[src/rtl/bnn_sequencer.sv]
// bnn_sequencer: top-level controller for the MNIST BNN inference datapath.
// Loads a binary image from a byte stream into a pixel register, then steps
// the shared state bus through the three layer engines, advancing on each
// engine's done flag. Every layer state is guarded by a watchdog.
//
// Handshake: a byte is transferred on a rising edge where in_valid and
// in_ready are both high. in_ready is registered and is high exactly while
// the state is s_LOAD. The source may hold in_valid low for any number of
// cycles, and in_data is ignored whenever no transfer takes place.
module bnn_sequencer #(
   parameter int IMG_DIM = 28,
   parameter int BYTE_W  = 8,
   parameter int TIMEOUT = 4095,
   parameter int CLASS_W = 4
) (
   input  logic                       clk,
   input  logic                       rst,
   input  logic                       start,
   input  logic                       in_valid,
   input  logic [BYTE_W-1:0]          in_data,
   output logic                       in_ready,
   output logic [2:0]                 state,
   output logic [IMG_DIM*IMG_DIM-1:0] pixels,
   input  logic                       l1_done,
   input  logic                       l2_done,
   input  logic                       l3_done,
   input  logic [CLASS_W-1:0]         l3_class,
   output logic                       layer_clr,
   output logic                       busy,
   output logic                       result_valid,
   output logic [CLASS_W-1:0]         result_class,
   output logic                       error
);

   localparam int NPIX   = IMG_DIM * IMG_DIM;
   localparam int NBYTES = NPIX / BYTE_W;
   localparam int CNT_W  = (NBYTES > 1) ? $clog2(NBYTES) : 1;
   localparam int WD_W   = $clog2(TIMEOUT + 1);

   localparam logic [CNT_W-1:0] LAST_BYTE = CNT_W'(NBYTES - 1);
   // The watchdog holds the number of cycles already spent in the layer
   // state, so on the cycle where it reads TIMEOUT-1 the state has lasted
   // TIMEOUT cycles and must be abandoned at the next edge.
   localparam logic [WD_W-1:0]  WD_LAST   = WD_W'(TIMEOUT - 1);

   typedef enum logic [2:0] {
      S_IDLE    = 3'd0,
      S_LOAD    = 3'd1,
      S_LAYER_1 = 3'd2,
      S_LAYER_2 = 3'd3,
      S_LAYER_3 = 3'd4
   } state_t;

   state_t              state_q, state_d;
   logic [NPIX-1:0]     pix_q, pix_d;
   logic [CNT_W-1:0]    cnt_q, cnt_d;
   logic [WD_W-1:0]     wd_q, wd_d;
   logic                in_ready_q, in_ready_d;
   logic                layer_clr_q, layer_clr_d;
   logic                busy_q, busy_d;
   logic                res_valid_q, res_valid_d;
   logic [CLASS_W-1:0]  res_class_q, res_class_d;
   logic                error_q, error_d;

   logic accept;
   logic timed_out;

   assign accept    = in_valid & in_ready_q;
   assign timed_out = (wd_q == WD_LAST);

   // Next-state, datapath and registered-output decode.
   always_comb begin
      state_d     = state_q;
      pix_d       = pix_q;
      cnt_d       = cnt_q;
      wd_d        = '0;
      res_valid_d = res_valid_q;
      res_class_d = res_class_q;
      error_d     = error_q;
      layer_clr_d = 1'b0;

      case (state_q)
         S_IDLE: begin
            if (start) begin
               state_d     = S_LOAD;
               cnt_d       = '0;
               res_valid_d = 1'b0;
               error_d     = 1'b0;
               layer_clr_d = 1'b1;
            end
         end
         S_LOAD: begin
            if (accept) begin
               pix_d[int'(cnt_q)*BYTE_W +: BYTE_W] = in_data;
               cnt_d = cnt_q + CNT_W'(1);
               if (cnt_q == LAST_BYTE) begin
                  state_d = S_LAYER_1;
               end
            end
         end
         S_LAYER_1: begin
            wd_d = wd_q + WD_W'(1);
            if (l1_done) begin
               state_d = S_LAYER_2;
            end else if (timed_out) begin
               state_d     = S_IDLE;
               error_d     = 1'b1;
               layer_clr_d = 1'b1;
            end
         end
         S_LAYER_2: begin
            wd_d = wd_q + WD_W'(1);
            if (l2_done) begin
               state_d = S_LAYER_3;
            end else if (timed_out) begin
               state_d     = S_IDLE;
               error_d     = 1'b1;
               layer_clr_d = 1'b1;
            end
         end
         S_LAYER_3: begin
            wd_d = wd_q + WD_W'(1);
            if (l3_done) begin
               state_d     = S_IDLE;
               res_valid_d = 1'b1;
               res_class_d = l3_class;
            end else if (timed_out) begin
               state_d     = S_IDLE;
               error_d     = 1'b1;
               layer_clr_d = 1'b1;
            end
         end
         default: begin
            state_d = S_IDLE;
         end
      endcase

      // Every state change restarts the watchdog from zero.
      if (state_d != state_q) begin
         wd_d = '0;
      end

      in_ready_d = (state_d == S_LOAD);
      busy_d     = (state_d != S_IDLE);
   end

   // State and output registers with synchronous reset.
   always_ff @(posedge clk) begin
      if (rst) begin
         state_q     <= S_IDLE;
         pix_q       <= '0;
         cnt_q       <= '0;
         wd_q        <= '0;
         in_ready_q  <= 1'b0;
         layer_clr_q <= 1'b0;
         busy_q      <= 1'b0;
         res_valid_q <= 1'b0;
         res_class_q <= '0;
         error_q     <= 1'b0;
      end else begin
         state_q     <= state_d;
         pix_q       <= pix_d;
         cnt_q       <= cnt_d;
         wd_q        <= wd_d;
         in_ready_q  <= in_ready_d;
         layer_clr_q <= layer_clr_d;
         busy_q      <= busy_d;
         res_valid_q <= res_valid_d;
         res_class_q <= res_class_d;
         error_q     <= error_d;
      end
   end

   assign state        = state_q;
   assign pixels       = pix_q;
   assign in_ready     = in_ready_q;
   assign layer_clr    = layer_clr_q;
   assign busy         = busy_q;
   assign result_valid = res_valid_q;
   assign result_class = res_class_q;
   assign error        = error_q;

endmodule

[config.mk]
export PLATFORM = sky130hd
export DESIGN_NAME = bnn_sequencer
export DESIGN_NICKNAME = d
export VERILOG_FILES = /design/src/rtl/bnn_sequencer.sv
export SDC_FILE = /design/constraint.sdc
export NUM_CORES = 2
export LEC_CHECK = 0
export ABC_CLOCK_PERIOD_IN_PS = 3750
export CAP_MARGIN = 40
export CORE_AREA = 4 4 316 318
export DETAILED_ROUTE_END_ITERATION = 8
export DIE_AREA = 0 0 320 322
export GPL_ROUTABILITY_DRIVEN = 1
export HOLD_SLACK_MARGIN = 0.1
export PLACE_DENSITY_LB_ADDON = 0.08
export SYNTH_ARGS = -nofsm -noshare
export SYNTH_HDL_FRONTEND = slang
export SYNTH_SLANG_ARGS = --single-unit
[constraint.sdc]
create_clock -name clk -period 3.75 [get_ports clk]
set_input_delay 0.75 -clock clk [delete_from_list [all_inputs] [get_ports clk]]
set_output_delay 0.75 -clock clk [all_outputs]
set_load 0.03 [all_outputs]
==> flow_metrics.env <==
export IMPL_run_status="complete, no violations"
export IMPL_fin_tns_setup_ns=0
export IMPL_power_density_nw_per_um2=407
export IMPL_critPathArrivalTime_ns=4.04
export IMPL_synth_common_cells="dfxtp_1, nand2_1, mux2i_1"
export IMPL_max_slew_margin_pct=41.2
export IMPL_synth_async_reset_ratio_pct=0
export IMPL_fin_crit_sh_pct=92.7
export IMPL_die_h_um=322
export IMPL_syn_area_per_cell_um2=9.39
export IMPL_postCtsSetupRepairBufs=0
export IMPL_rsz0062_at_grt="no"
export IMPL_clk_latency_ns=0.67
export IMPL_drive_gt1_share_pct=10.8
export IMPL_fin_worst_skew_ns=0.0219
export IMPL_start_util_pct=33.4
export IMPL_cts_tree="built"
export IMPL_cts_buffer_depth=3
export IMPL_synth_edf_count=0
export IMPL_start_kind="flop"
export IMPL_hold_viol=0
export IMPL_drtIter0Drc=2526
export IMPL_maxCapViolations=0
export IMPL_seq_area_frac_synth_pct=50.6
export IMPL_fmax_mhz=288
export IMPL_critPathKind="reg -> reg"
export IMPL_wl_per_cell_um=28.3
export IMPL_layoutNonFillerInstCount=5559
export IMPL_dp_hpwl_um=113000
export IMPL_drv_slew=0
export IMPL_port_buffers=814
export IMPL_synthCells=3435
export IMPL_ioPinCount=815
export IMPL_setup_viol=0
export IMPL_cts_made_buffers=95
export IMPL_worstPathRequired_ns=4.32
export IMPL_yosysMostFrequentCell="dfxtp_1"
export IMPL_grt_first_pass_wirelength_um=221000
export IMPL_die_width_um=320
export IMPL_rows=114
export IMPL_synth_seq_cells=815
export IMPL_gp_congestion=0.862
export IMPL_ant_nets=0
export IMPL_area_growth_pct=41.0
export IMPL_ys_warn_count=0
export IMPL_antenna_found_initial=2
export IMPL_dr_pass1_iters=5
export IMPL_vias=30000
export IMPL_place_inst=5392
export IMPL_dpl_cell_area_um2=42400
export IMPL_drt_total_wl_um=157000
export IMPL_dieArea_um2=103000
export IMPL_core_um2=96600
export IMPL_clk_pin_slew_worst_paths_ns=0.06
export IMPL_fin_crit_ns=3.48
export IMPL_root_buffer="clkbuf_16"
export IMPL_ys_flop_type="dfxtp_1"
export IMPL_cts_hold_buf=0
export IMPL_grt_max_degree=126
export IMPL_leakage_nw=15.4
export IMPL_drc_errors=0
export IMPL_synth_nets=3460
export IMPL_vias_per_cell=5.40
export IMPL_yosysTopAreaCell="dfxtp_1"
export IMPL_cts_sinks=815
export IMPL_grt_total_usage_pct=29.1
export IMPL_reg2reg_setup_slack_ns=0.27
export IMPL_min_path_type="in -> reg"
export IMPL_cp_max_fo=20
export IMPL_peakVddDrop_mv=0.318
export IMPL_grt_overflow_total=0
export IMPL_final_nets=4238
export IMPL_cts_max_level=3
export IMPL_fillers=9307
export IMPL_cp_end_kind="flop"
export IMPL_synth_area_um2=32300
export IMPL_synth_top_cell_area_share_pct=50.6
export IMPL_synth_area_top_cells="dfxtp_1, mux2i_1, nand2_1, o211ai_1, clkbuf_1"
export IMPL_synth_distinct_cells=65
export IMPL_grt_pass1_vias=29500
export IMPL_tightest_slew_ns=0.875
export IMPL_num_antenna_cells=0
export IMPL_ctsResizeCount=0
export IMPL_final_cell_area_um2=45500
routing by layer:
metal	share of wire [%]	global-route usage (%)	wire length, um	vias to the layer above
met5	0	0	0	-
met4	3.6	10.3	5680	0
met3	7.6	7.85	11900	210
met2	49	50.0	76300	1061
met1	40	35.0	63400	14900
li1	-	-	-	13900
critical path, cell delays in order (launching register included):
cell	delay, ns
dfxtp_1	0.31
inv_1	0.07
ha_1	0.15
or3b_2	0.48
nor2_1	0.12
ha_1	0.23
inv_1	0.09
or3_1	0.53
a211oi_4	0.41
buf_4	0.23
buf_4	0.27
nand2_1	0.20
o31ai_1	0.26
kinds of logic (layout without fill, tap and decap cells):
| group | count (synthesis) | in the layout | synth area share, % |
|---|---|---|---|
| buffers and inverters | 309 | 1157 | 3.64 |
| DFF | 815 | 815 | 50.6 |
| adders and majority gates | 6 | 6 | 0.233 |
| muxes | 494 | 494 | 15.4 |
| xor gates and xnor gates | 21 | 21 | 0.593 |
| and+or+nand+nor | 1222 | 1222 | 17.9 |
| AOI/OAI and AO/OA | 568 | 568 | 11.7 |
power breakdown:
group,internal [mW],switching (mW),leakage (nW)
combinational,0.0880,0.409,7.36
sequential,8.66,0.00217,6.56
clock,5.45,3.89,1.53
cell type report:
type / count / area (um^2) / area share (%)
Clock buffer: 140 / 2770 / 6.09
Clock inverter: 27 / 319 / 0.702
Inverter: 9 / 41.3 / 0.0908
Multi-Input combinational cell: 2311 / 15000 / 32.9
Sequential cell: 815 / 16300 / 35.9
Tap cell: 1276 / 1600 / 3.51
Timing Repair Buffer: 981 / 9490 / 20.9
sequential cells by signal, indices dropped and copies added, names as in the netlist:
signal        flops
layer_clr         1
result_class      4
error             1
cnt_q             7
result_valid      1
busy              1
state             3
wd_q             12
pixels          784
in_ready          1
cell usage in the layout, fill, tap and decap left out, types with 29 or more instances in the layout:
cell type / instances
o31ai_1: 69
o211ai_1: 156
or4_1: 29
a21oi_1: 81
or3_1: 32
nand4_1: 104
nor2_2: 45
dfxtp_1: 815
nand3_1: 170
a31o_2: 41
nor2_1: 61
o21ai_0: 169
buf_4: 163
clkdlybuf4s50_1: 805
nand2_1: 625
mux2i_1: 481
nor4_1: 46
clkbuf_16: 97
final timing paths:
kind	start	to	depth (start not counted)
worst max-delay path	cnt_q[1]$_SDFFE_PP0P_	pixels[454]$_SDFFE_PP0P_	12
worst min-delay path	rst	pixels[273]$_SDFFE_PP0P_	2
worst max register to register	cnt_q[1]$_SDFFE_PP0P_	pixels[454]$_SDFFE_PP0P_	12
worst min register to register	pixels[572]$_SDFFE_PP0P_	pixels[572]$_SDFFE_PP0P_	2
metrics by stage:
step	power, mW	worst slack, ns	hold slack [ns]	util (%)
6_report	18.5	0.273	0.418	47.1
5_1_grt	19.0	0.105	0.407	47.1
4_1_cts	18.7	0.339	0.366	47.1
3_5_place_dp	9.35	0.265	0.445	43.9
3_3_place_gp	9.35	0.289	0.441	43.9
2_1_floorplan	9.11	0.0158	0.437	-
No activity file was read; power rests on OpenSTA's default activity.
